--- src/rtl/des_pkg.sv ---
// DES permutation package: IP / IP-inverse index tables, mode encoding and
// the two permutation helpers used ahead of the first pipeline stage.
// Bit numbering follows DES: bit 1 is the MSB, held at vector index 64.
package des_pkg;

    localparam int unsigned DATA_W = 64;

    localparam logic MODE_IP = 1'b0;
    localparam logic MODE_FP = 1'b1;

    // out[i] = in[IP_TABLE[i-1]]
    localparam int unsigned IP_TABLE [64] = '{
        58, 50, 42, 34, 26, 18, 10,  2,
        60, 52, 44, 36, 28, 20, 12,  4,
        62, 54, 46, 38, 30, 22, 14,  6,
        64, 56, 48, 40, 32, 24, 16,  8,
        57, 49, 41, 33, 25, 17,  9,  1,
        59, 51, 43, 35, 27, 19, 11,  3,
        61, 53, 45, 37, 29, 21, 13,  5,
        63, 55, 47, 39, 31, 23, 15,  7
    };

    // out[i] = in[FP_TABLE[i-1]]
    localparam int unsigned FP_TABLE [64] = '{
        40,  8, 48, 16, 56, 24, 64, 32,
        39,  7, 47, 15, 55, 23, 63, 31,
        38,  6, 46, 14, 54, 22, 62, 30,
        37,  5, 45, 13, 53, 21, 61, 29,
        36,  4, 44, 12, 52, 20, 60, 28,
        35,  3, 43, 11, 51, 19, 59, 27,
        34,  2, 42, 10, 50, 18, 58, 26,
        33,  1, 41,  9, 49, 17, 57, 25
    };

    // DES bit k lives at vector index 65-k.
    function automatic logic [DATA_W:1] ip_perm(input logic [DATA_W:1] d);
        logic [DATA_W:1] r;
        r = '0;
        for (int i = 0; i < 64; i++) begin
            r[7'(64 - i)] = d[7'(65 - IP_TABLE[6'(i)])];
        end
        return r;
    endfunction

    function automatic logic [DATA_W:1] fp_perm(input logic [DATA_W:1] d);
        logic [DATA_W:1] r;
        r = '0;
        for (int i = 0; i < 64; i++) begin
            r[7'(64 - i)] = d[7'(65 - FP_TABLE[6'(i)])];
        end
        return r;
    endfunction

endpackage

--- src/rtl/des_perm_stage.sv ---
// One elastic register stage: holds a valid word plus tag and accepts a new
// word when empty or when its own word leaves in the same cycle.
module des_perm_stage
    import des_pkg::*;
#(
    parameter int unsigned TAG_W = 4
) (
    input  logic              clk,
    input  logic              rst,
    input  logic              up_valid,
    output logic              up_ready_c,
    input  logic [DATA_W:1]   up_data,
    input  logic [TAG_W-1:0]  up_tag,
    output logic              dn_valid,
    input  logic              dn_ready,
    output logic [DATA_W:1]   dn_data,
    output logic [TAG_W-1:0]  dn_tag
);

    logic             valid_q, valid_d;
    logic [DATA_W:1]  data_q,  data_d;
    logic [TAG_W-1:0] tag_q,   tag_d;

    // Next-state: ready when empty or draining; load only on an upstream transfer.
    always_comb begin
        up_ready_c = !valid_q || dn_ready;
        valid_d    = valid_q;
        data_d     = data_q;
        tag_d      = tag_q;
        if (up_ready_c) begin
            valid_d = up_valid;
        end
        if (up_valid && up_ready_c) begin
            data_d = up_data;
            tag_d  = up_tag;
        end
    end

    // Valid bit is the only reset state in the stage.
    always_ff @(posedge clk) begin
        if (rst) begin
            valid_q <= 1'b0;
        end else begin
            valid_q <= valid_d;
        end
    end

    // Payload registers are deliberately left unreset.
    always_ff @(posedge clk) begin
        data_q <= data_d;
        tag_q  <= tag_d;
    end

    assign dn_valid = valid_q;
    assign dn_data  = data_q;
    assign dn_tag   = tag_q;

endmodule

--- src/rtl/des_perm_pipe.sv ---
// DES IP / FP permutation followed by STAGES elastic register stages.
// Define DES_PERM_FP_EN to add the FP (IP-inverse) path selected by in_mode;
// without it every word receives IP and in_mode is ignored.
module des_perm_pipe
    import des_pkg::*;
#(
    parameter int unsigned STAGES = 2,
    parameter int unsigned TAG_W  = 4
) (
    input  logic              clk,
    input  logic              rst,
    input  logic              in_valid,
    output logic              in_ready,
    input  logic              in_mode,
    input  logic [TAG_W-1:0]  in_tag,
    input  logic [64:1]       in,
    output logic              out_valid,
    input  logic              out_ready,
    output logic [64:1]       out,
    output logic [TAG_W-1:0]  out_tag,
    output logic [2:0]        occupancy
);

    logic [DATA_W:1]                perm_c;
    logic [STAGES-1:0]              stg_vld;
    logic [STAGES-1:0]              stg_rdy;
    logic [STAGES-1:0]              dn_rdy_c;
    logic [STAGES-1:0][DATA_W-1:0]  stg_data;
    logic [STAGES-1:0][TAG_W-1:0]   stg_tag;
    logic [2:0]                     occ_q, occ_d;
    logic                           in_fire_c;
    logic                           out_fire_c;
    logic                           unused_rdy;

    // Permutation sits in front of stage 1; later stages only hold data.
`ifdef DES_PERM_FP_EN
    always_comb begin
        perm_c = (in_mode == MODE_FP) ? fp_perm(in) : ip_perm(in);
    end
`else
    logic unused_mode;
    assign unused_mode = in_mode;
    always_comb begin
        perm_c = ip_perm(in);
    end
`endif

    // Downstream ready per stage: out_ready, or any empty slot further along.
    always_comb begin
        logic acc;
        acc      = out_ready;
        dn_rdy_c = '0;
        for (int k = int'(STAGES) - 1; k >= 0; k--) begin
            dn_rdy_c[k] = acc;
            acc         = acc || !stg_vld[k];
        end
    end

    for (genvar k = 0; k < int'(STAGES); k++) begin : g_stage
        logic             up_v;
        logic [DATA_W:1]  up_d;
        logic [TAG_W-1:0] up_t;

        if (k == 0) begin : g_head
            assign up_v = in_valid;
            assign up_d = perm_c;
            assign up_t = in_tag;
        end else begin : g_body
            assign up_v = stg_vld[k-1];
            assign up_d = stg_data[k-1];
            assign up_t = stg_tag[k-1];
        end

        des_perm_stage #(
            .TAG_W      (TAG_W)
        ) u_stage (
            .clk        (clk),
            .rst        (rst),
            .up_valid   (up_v),
            .up_ready_c (stg_rdy[k]),
            .up_data    (up_d),
            .up_tag     (up_t),
            .dn_valid   (stg_vld[k]),
            .dn_ready   (dn_rdy_c[k]),
            .dn_data    (stg_data[k]),
            .dn_tag     (stg_tag[k])
        );
    end

    // Inner stage readies duplicate dn_rdy_c; only stage 1 drives in_ready.
    assign unused_rdy = ^stg_rdy;

    assign in_ready   = stg_rdy[0] && !rst;
    assign out_valid  = stg_vld[STAGES-1];
    assign out        = stg_data[STAGES-1];
    assign out_tag    = stg_tag[STAGES-1];
    assign in_fire_c  = in_valid && in_ready;
    assign out_fire_c = out_valid && out_ready;

    // Occupancy tracks input-only / output-only transfers.
    always_comb begin
        occ_d = occ_q;
        case ({in_fire_c, out_fire_c})
            2'b10:   occ_d = occ_q + 3'd1;
            2'b01:   occ_d = occ_q - 3'd1;
            default: occ_d = occ_q;
        endcase
    end

    // Occupancy register with synchronous reset.
    always_ff @(posedge clk) begin
        if (rst) begin
            occ_q <= 3'd0;
        end else begin
            occ_q <= occ_d;
        end
    end

    assign occupancy = occ_q;

endmodule
--- config.mk ---
export PLATFORM = sky130hd
export DESIGN_NAME = des_perm_pipe
export DESIGN_NICKNAME = d
export VERILOG_FILES = /design/src/rtl/des_pkg.sv /design/src/rtl/des_perm_stage.sv /design/src/rtl/des_perm_pipe.sv
export SDC_FILE = /design/constraint.sdc
export NUM_CORES = 1
export LEC_CHECK = 0
export CAP_MARGIN = 40
export CORE_MARGIN = 3
export CORE_UTILIZATION = 41
export DETAILED_ROUTE_END_ITERATION = 10
export MAX_ROUTING_LAYER = met4
export PLACE_DENSITY = 0.93
export SYNTH_ARGS = -nofsm -noshare
export SYNTH_HDL_FRONTEND = slang
export SYNTH_SLANG_ARGS = --single-unit
--- constraint.sdc ---
create_clock -name clk -period 7.65 [get_ports clk]
set_input_delay 1.1475 -clock clk [delete_from_list [all_inputs] [get_ports clk]]
set_output_delay 1.1475 -clock clk [all_outputs]
set_load 0.05 [all_outputs]
Word-level counts from Yosys, hierarchy flattened. Cells that the tools add are included.

Bits of input ports: 73. Output and inout bits: 73. Memory bits (writable): 0. Latch bits: 0. Memory bits (read-only): 0. Flip-flop bits (word level): 75. Memories: 0. Logic and storage cells: 23.

Add/subtract/negate cells: 2. Multipliers: 0. Bitwise gates (word level): 0. Reduce and logical (&&, ||, !) cells: 11. Divide/modulo/power cells: 0. Mux-type cells: 1. Equal/unequal tests: 2. Magnitude comparators: 0. Shift operators: 0.

Operator list (number): case mux 3 bit (2 select lines) (1); logical AND 1 bit (5); adder 3 x 1 -> 3 bit, second input constant (1); logical NOT 1 bit (3); subtractor 3 x 1 -> 3 bit, second input constant (1); == test 2 x 1 -> 1 bit, second input constant (1); == test 2 bit, second input constant (1); logical OR 1 bit (2); nonzero test 2 bit (1).

Logic depth before layout (Yosys ltp). Gate-level depths: netlist (run 1).

Word-level depth: 7. Depth in mapped cells: 8. Depth with buffers taken out: 8.

By module. A second synthesis (run 1) with hierarchy kept.

Cell total of the unflattened synthesis: 164. Area total of the unflattened synthesis: 4364.2 um^2.

Modules (own cells, without submodules): des_perm_stage (cells each 73, area each 2097.0 um^2, times used 2, sequential area each 2062.0 um^2); des_perm_pipe (cells each 18, area each 170.2 um^2, times used 1, sequential area each 60.1 um^2).

Least setup slack after synthesis (run 1). Ideal clock, no wire load.

Path kind: input -> register. Start point: in out_ready. End point: reg g_stage[1].u_stage.data_q, in the netlist g_stage[1].u_stage.dn_data[33] (enable). Stages on the path: 2. Slack: 4412 ps. Required time: 7219 ps. Library setup time: 431 ps. Arrival: 2807 ps. Buffers on the path: 0. Path through: nor2b_1 nor2b_1.

Longest elaborated chain between the ends: 2.

Ends and longest elaborated chain: start: declaration (RTL line des_perm_pipe.sv:18) `input logic out_ready,`; logical OR 1 bit (RTL line des_perm_stage.sv:26) `up_ready_c = !valid_q || dn_ready;`; logical AND 1 bit (RTL line des_perm_stage.sv:33) `if (up_valid && up_ready_c) begin`; end signal: assignment (RTL line des_perm_stage.sv:50) `data_q <= data_d;`; end: declaration (RTL line des_perm_stage.sv:21) `logic [DATA_W:1] data_q, data_d;`.

No other way between the ends. A chain may end at the register's enable or synchronous reset.

Worst setup path in the final report (run 1).
Start point: in out_ready. End point: out in_ready.

Longest elaborated chain between the ends: 3.

Ends and longest elaborated chain: logical OR 1 bit (RTL line des_perm_pipe.sv:55) `acc = acc || !stg_vld[k];`; logical OR 1 bit (RTL line des_perm_stage.sv:26); logical AND 1 bit (RTL line des_perm_pipe.sv:93) `assign in_ready = stg_rdy[0] && !rst;`; end: declaration (RTL line des_perm_pipe.sv:13) `output logic in_ready,`.

No other way between the ends.

==> impl_metrics.env, run 1 <==
export IMPL_cp_end_kind="output pin"
export IMPL_peakVddDrop_mv=0.113
export IMPL_cts_setup_buffers=0
export IMPL_fmax_mhz=254
export IMPL_cts_resized=0
export IMPL_synth_area_leaders="edfxtp_1 81%, buf_4 9.5%, dfxtp_1 3.9%, fa_1 0.77%, nor2_1 0.72%"
export IMPL_clockRootBuffer="clkbuf_8"
export IMPL_core_area_um2=6030
export IMPL_worstSetupPathType="primary input to output pin"
export IMPL_ys_seq_area_share_pct=84.9
export IMPL_r2r_start="g_stage[1].u_stage.dn_valid$_SDFFE_PP0P_"
export IMPL_max_cap_viol_count=0
export IMPL_drtIter0Drc=84
export IMPL_syn_area_um2=2590
export IMPL_hpwl_um=3260
export IMPL_cp_startpoint="out_ready"
export IMPL_seq_area_um2=2200
export IMPL_rows=28
export IMPL_syn_avg_cell_area_um2=20.0
export IMPL_clock_latency_ns=0.33
export IMPL_synth_seq_cells=75
export IMPL_critPathLaunchType="primary input"
export IMPL_yosys_warnings=0
export IMPL_cts_hold_buffers=0
export IMPL_io_pins=146
export IMPL_yosysTopAreaCell="edfxtp_1"
export IMPL_yosysTopAreaCellShare_pct=81.0
export IMPL_tightest_slew_ns=0.816
export IMPL_numClockSinks=75
export IMPL_grt_overflow_total=0
export IMPL_drv_slew=0
export IMPL_wire_per_inst_um=15.0
export IMPL_drc=0
export IMPL_crit_required_ns=6.50
export IMPL_antennaDiodeCount=0
export IMPL_cp_max_fo=5
export IMPL_hp_class="flop to flop"
export IMPL_drt_wl_total_um=4460
export IMPL_die_w_um=85.6
export IMPL_fillCellCount=472
export IMPL_die_area_um2=7320
export IMPL_area_growth_pct=36.0
export IMPL_hp_start="g_stage[0].u_stage.dn_data[54]$_DFFE_PP_"
export IMPL_synth_cell_types=17
export IMPL_postRouteAntennaNets=0
export IMPL_rsz0062_at_grt="false"
export IMPL_syn_inst=130
export IMPL_final_hold_viol_count=0
export IMPL_multi_input_area_um2=274
export IMPL_drt_pass1_iterations=4
export IMPL_tritoncts="built"
export IMPL_min_period_ns=3.94
export IMPL_fin_crit_sh_pct=51.5
export IMPL_grt_pass1_vias=1250
export IMPL_fin_total_pwr_mw=0.852
export IMPL_setup_viol=0
export IMPL_vias=1236
export IMPL_outcome="completed"
export IMPL_grt_pass1_wl_um=6340
export IMPL_grt_max_degree=36
export IMPL_relSlewSlack_pct=45.6
export IMPL_drive_above_1_share_pct=7.17
export IMPL_cts_buffers=9
export IMPL_htree_levels=3
export IMPL_cts_buffer_depth=2
export IMPL_pwr_density_cell_nw_per_um2=241
export IMPL_worst_clock_skew_ns=0.00860
export IMPL_antenna_found_initial=0
export IMPL_fin_nets=294
export IMPL_initial_utilization_pct=43.1
export IMPL_die_y_um=85.6
export IMPL_gp_congestion=0.701
export IMPL_clk_pin_slew_ns=0.08
export IMPL_grt_total_usage_pct=12.7
export IMPL_p_leak_nw=1.27
export IMPL_cp_arrival_ns=2.79
export IMPL_port_buffers=78
export IMPL_viasPerCell=4.15
export IMPL_setup_tns_ns=0
[cells in the final DEF (no fill, tap or decap), types with 2 or more instances in the layout]
| cell | n |
|---|---|
| clkdlybuf4s50_1 | 78 |
| edfxtp_1 | 70 |
| conb_1 | 33 |
| clkbuf_8 | 9 |
| nor2_1 | 5 |
| dfxtp_1 | 5 |
| a21oi_1 | 3 |
| clkinv_1 | 2 |
| clkinv_2 | 2 |
[power breakdown]
group	switching, mW	internal (mW)	total [mW]
Clock	0.133	0.113	0.246
Combinational	0.0888	0.0372	0.126
Sequential	0.00686	0.473	0.480
[Yosys cell counts]
library cell   n
xnor2_1        1
nor2b_1        2
nand2_1        1
xor2_1         1
fa_1           1
or3_1          1
buf_4         33
mux2i_1        1
edfxtp_1      70
ha_1           1
o21ai_0        1
conb_1         1
dfxtp_1        5
nand3b_1       1
and2_1         2
nor2_1         5
a21oi_1        3
[kinds of logic (layout without fill, tap and decap cells)]
kind of cell / after synthesis / count (layout) / share of synthesized area [%]
DFF: 75 / 75 / 84.9
buffers and inverters: 33 / 94 / 9.55
and+or+nand+nor: 12 / 12 / 2.36
AOI/OAI and AO/OA: 4 / 4 / 0.771
adders and majority gates: 2 / 2 / 1.25
xor gates and xnor gates: 2 / 2 / 0.675
other: 1 / 33 / 0.145
muxes: 1 / 1 / 0.386
[registers in the layout, indices dropped and copies added (netlist names)]
| register | flops |
|---|---|
| g_stage.u_stage.dn_valid | 2 |
| g_stage.u_stage.dn_tag | 8 |
| occupancy | 3 |
| g_stage.u_stage.dn_data | 62 |
[per-layer routing]
layer | part of all wire (%) | GRT usage (%) | up-vias
met4 | 2.0 | 9.06 | 0
met1 | 35 | 13.1 | 584
met2 | 54 | 20.4 | 59
met5 | 0 | - | -
li1 | - | - | 586
met3 | 8.2 | 4.13 | 7
[area by class of cell]
class | count | area share (%)
flip-flops and latches | 75 | 62.4
repair buffers | 79 | 22.7
multi-input cells | 54 | 7.77
clock buffers | 9 | 3.51
well taps | 75 | 2.66
clock inverters | 6 | 0.957
[metrics by stage]
stage          setup slack [ns]  instance area, µm²  util, %  hold WS (ns)  instances
2_1_floorplan              4.41                2720        -         0.400        162
3_3_place_gp               3.77                3350     55.6         0.400        282
3_5_place_dp               3.72                3370     55.9         0.405        283
4_1_cts                    3.71                3530     58.6         0.418        298
5_1_grt                    3.67                3530     58.6         0.421        298
6_report                   3.71                3530     58.6         0.413        298
[worst max-delay path, stage by stage]
cell and delay (ns):
clkdlybuf4s50_1 0.43, nor2b_1 0.37, a21oi_1 0.13, clkdlybuf4s50_1 0.71
[worst paths after layout]
kind	cells after the start	endpoint	slack (ns)
worst max-delay path	4	in_ready	3.71
worst min-delay path	0	g_stage[1].u_stage.dn_data[54]$_DFFE_PP_	0.41
worst max register to register	8	occupancy[2]$_SDFFE_PP0P_	5.70
worst min register to register	0	g_stage[1].u_stage.dn_data[54]$_DFFE_PP_	0.41
Power figures use the tool's default switching activity.
==> run 2: changes to the inputs <==
--- a/config.mk
+++ b/config.mk
@@ -7,10 +7,10 @@
 export LEC_CHECK = 0
 export CAP_MARGIN = 40
 export CORE_MARGIN = 3
-export CORE_UTILIZATION = 41
+export CORE_UTILIZATION = 34
 export DETAILED_ROUTE_END_ITERATION = 10
 export MAX_ROUTING_LAYER = met4
-export PLACE_DENSITY = 0.93
+export PLACE_DENSITY = 0.83
 export SYNTH_ARGS = -nofsm -noshare
 export SYNTH_HDL_FRONTEND = slang
 export SYNTH_SLANG_ARGS = --single-unit
==> constraint.sdc (replaced) <==
create_clock -name clk -period 3.32 [get_ports clk]
set_input_delay 0.498 -clock clk [delete_from_list [all_inputs] [get_ports clk]]
set_output_delay 0.498 -clock clk [all_outputs]
set_load 0.05 [all_outputs]
==> impl_metrics.env, run 2 (synthesis results as in run 1) <==
export IMPL_clock_latency_ns=0.33
export IMPL_hp_start="g_stage[0].u_stage.dn_data[61]$_DFFE_PP_"
export IMPL_grt_pass1_wl_um=6220
export IMPL_grt_pass1_vias=1215
export IMPL_drive_above_1_share_pct=7.14
export IMPL_intPower_mw=1.44
export IMPL_initial_utilization_pct=35.4
export IMPL_grt_max_degree=36
export IMPL_layout_common_cells="78 x clkdlybuf4s50_1, 70 x edfxtp_1, 33 x conb_1"
export IMPL_port_buffers=78
export IMPL_io_pins=146
export IMPL_final_hold_viol_count=0
export IMPL_wire_per_inst_um=13.1
export IMPL_tightest_slew_ns=0.803
export IMPL_tritoncts="built"
export IMPL_fmax_mhz=385
export IMPL_postRouteAntennaNets=0
export IMPL_cts_hold_buffers=0
export IMPL_drt_pass1_iterations=4
export IMPL_drv_slew=0
export IMPL_p_clk_share_pct=29.6
export IMPL_peakVddDrop_mv=0.170
export IMPL_grt_overflow_total=0
export IMPL_fin_nets=294
export IMPL_grt_total_usage_pct=10.4
export IMPL_numClockSinks=75
export IMPL_cts_buffer_depth=2
export IMPL_power_switching_mw=0.537
export IMPL_clockRootBuffer="clkbuf_8"
export IMPL_p_leak_nw=1.27
export IMPL_vias=1233
export IMPL_htree_levels=3
export IMPL_finish_utilization_pct=48.5
export IMPL_cp_max_fo=5
export IMPL_worstSetupPathType="primary input to output pin"
export IMPL_cts_resized=0
export IMPL_cts_setup_buffers=0
export IMPL_p_seq_share_pct=55.9
export IMPL_r2r_end="occupancy[2]$_SDFFE_PP0P_"
export IMPL_drt_wl_total_um=4240
export IMPL_min_to="g_stage[1].u_stage.dn_data[61]$_DFFE_PP_"
export IMPL_drtIter0Drc=19
export IMPL_worstRegToRegCells=8
export IMPL_pwr_density_cell_nw_per_um2=556
export IMPL_cp_arrival_ns=2.10
export IMPL_core_area_um2=7330
export IMPL_max_cap_viol_count=0
export IMPL_rows=31
export IMPL_critPathLaunchType="primary input"
export IMPL_rsz0062_at_grt="false"
export IMPL_fin_crit_sh_pct=78.2
export IMPL_die_area_um2=8720
export IMPL_hpwl_um=3020
export IMPL_mostFrequentLayoutCell="clkdlybuf4s50_1"
export IMPL_cts_buffers=9
export IMPL_reg2reg_slack_ns=1.35
export IMPL_clk_pin_slew_ns=0.08
export IMPL_worstHoldPathCells=0
export IMPL_outcome="completed"
export IMPL_relSlewSlack_pct=46.5
export IMPL_antennaDiodeCount=0
export IMPL_setup_viol=0
export IMPL_viasPerCell=3.82
export IMPL_antenna_found_initial=0
export IMPL_area_growth_pct=37.0
export IMPL_largest_reg_flops=62
export IMPL_setup_tns_ns=0
export IMPL_comb_power_share_pct=14.5
export IMPL_drc=0
export IMPL_crit_required_ns=2.82
export IMPL_die_w_um=93.4
export IMPL_min_period_ns=2.60
export IMPL_hp_class="flop to flop"
export IMPL_swShare_pct=27.2
export IMPL_r2r_start="g_stage[1].u_stage.dn_valid$_SDFFE_PP0P_"
export IMPL_cp_end_kind="output pin"
export IMPL_gp_congestion=0.629
export IMPL_die_y_um=93.4
export IMPL_worst_clock_skew_ns=0.00642
[run 2: stage by stage]
step | hold WS (ns) | instance area, µm² | setup WS [ns] | instances | total power, mW
floorplan | 0.400 | 2720 | 0.582 | 162 | 1.34
global placement | 0.400 | 3390 | 0.728 | 307 | 1.41
detailed placement | 0.405 | 3390 | 0.719 | 307 | 1.42
CTS | 0.423 | 3560 | 0.715 | 323 | 2.00
global route | 0.427 | 3560 | 0.649 | 323 | 2.06
finish | 0.419 | 3560 | 0.723 | 323 | 1.98
[run 2: power by group through the flow]
| stage | Combinational [mW] | Sequential (mW) | Clock [mW] |
|---|---|---|---|
| final | 0.286 | 1.11 | 0.586 |
| after global routing | 0.300 | 1.11 | 0.646 |
| after CTS | 0.289 | 1.11 | 0.607 |
| after detailed placement | 0.288 | 1.13 | 0 |
| after global placement | 0.285 | 1.12 | 0 |
| after floorplan | 0.139 | 1.20 | 0 |
[run 2: cell type report]
cell class	instances	area (µm²)
Fill cell	626	3770
Multi-Input combinational cell	54	274
Sequential cell	75	2200
Clock inverter	7	43.8
Tap cell	99	124
Timing Repair Buffer	79	788
Clock buffer	9	124
[run 2: worst max-delay path, stage by stage]
cell and delay (ns):
clkdlybuf4s50_1 0.41, nor2b_1 0.35, a21oi_1 0.12, clkdlybuf4s50_1 0.72
[run 2: routing by layer]
layer	wire, µm	track usage, %
met1	1630	11.3
met5	0	-
met4	51	7.33
met3	350	2.98
met2	2210	16.2
[run 2: worst max-delay path by stage]
| stage | to | slack [ns] | start | cells after the start |
|---|---|---|---|---|
| finish | in_ready | 0.72 | out_ready | 4 |
| global route | in_ready | 0.65 | out_ready | 4 |
| CTS | in_ready | 0.71 | out_ready | 4 |
| detailed placement | in_ready | 0.72 | out_ready | 4 |
| global placement | in_ready | 0.73 | out_ready | 4 |
| floorplan | g_stage[1].u_stage.dn_data[33]$_DFFE_PP_ | 0.58 | g_stage[1].u_stage.dn_valid$_SDFFE_PP0P_ | 2 |
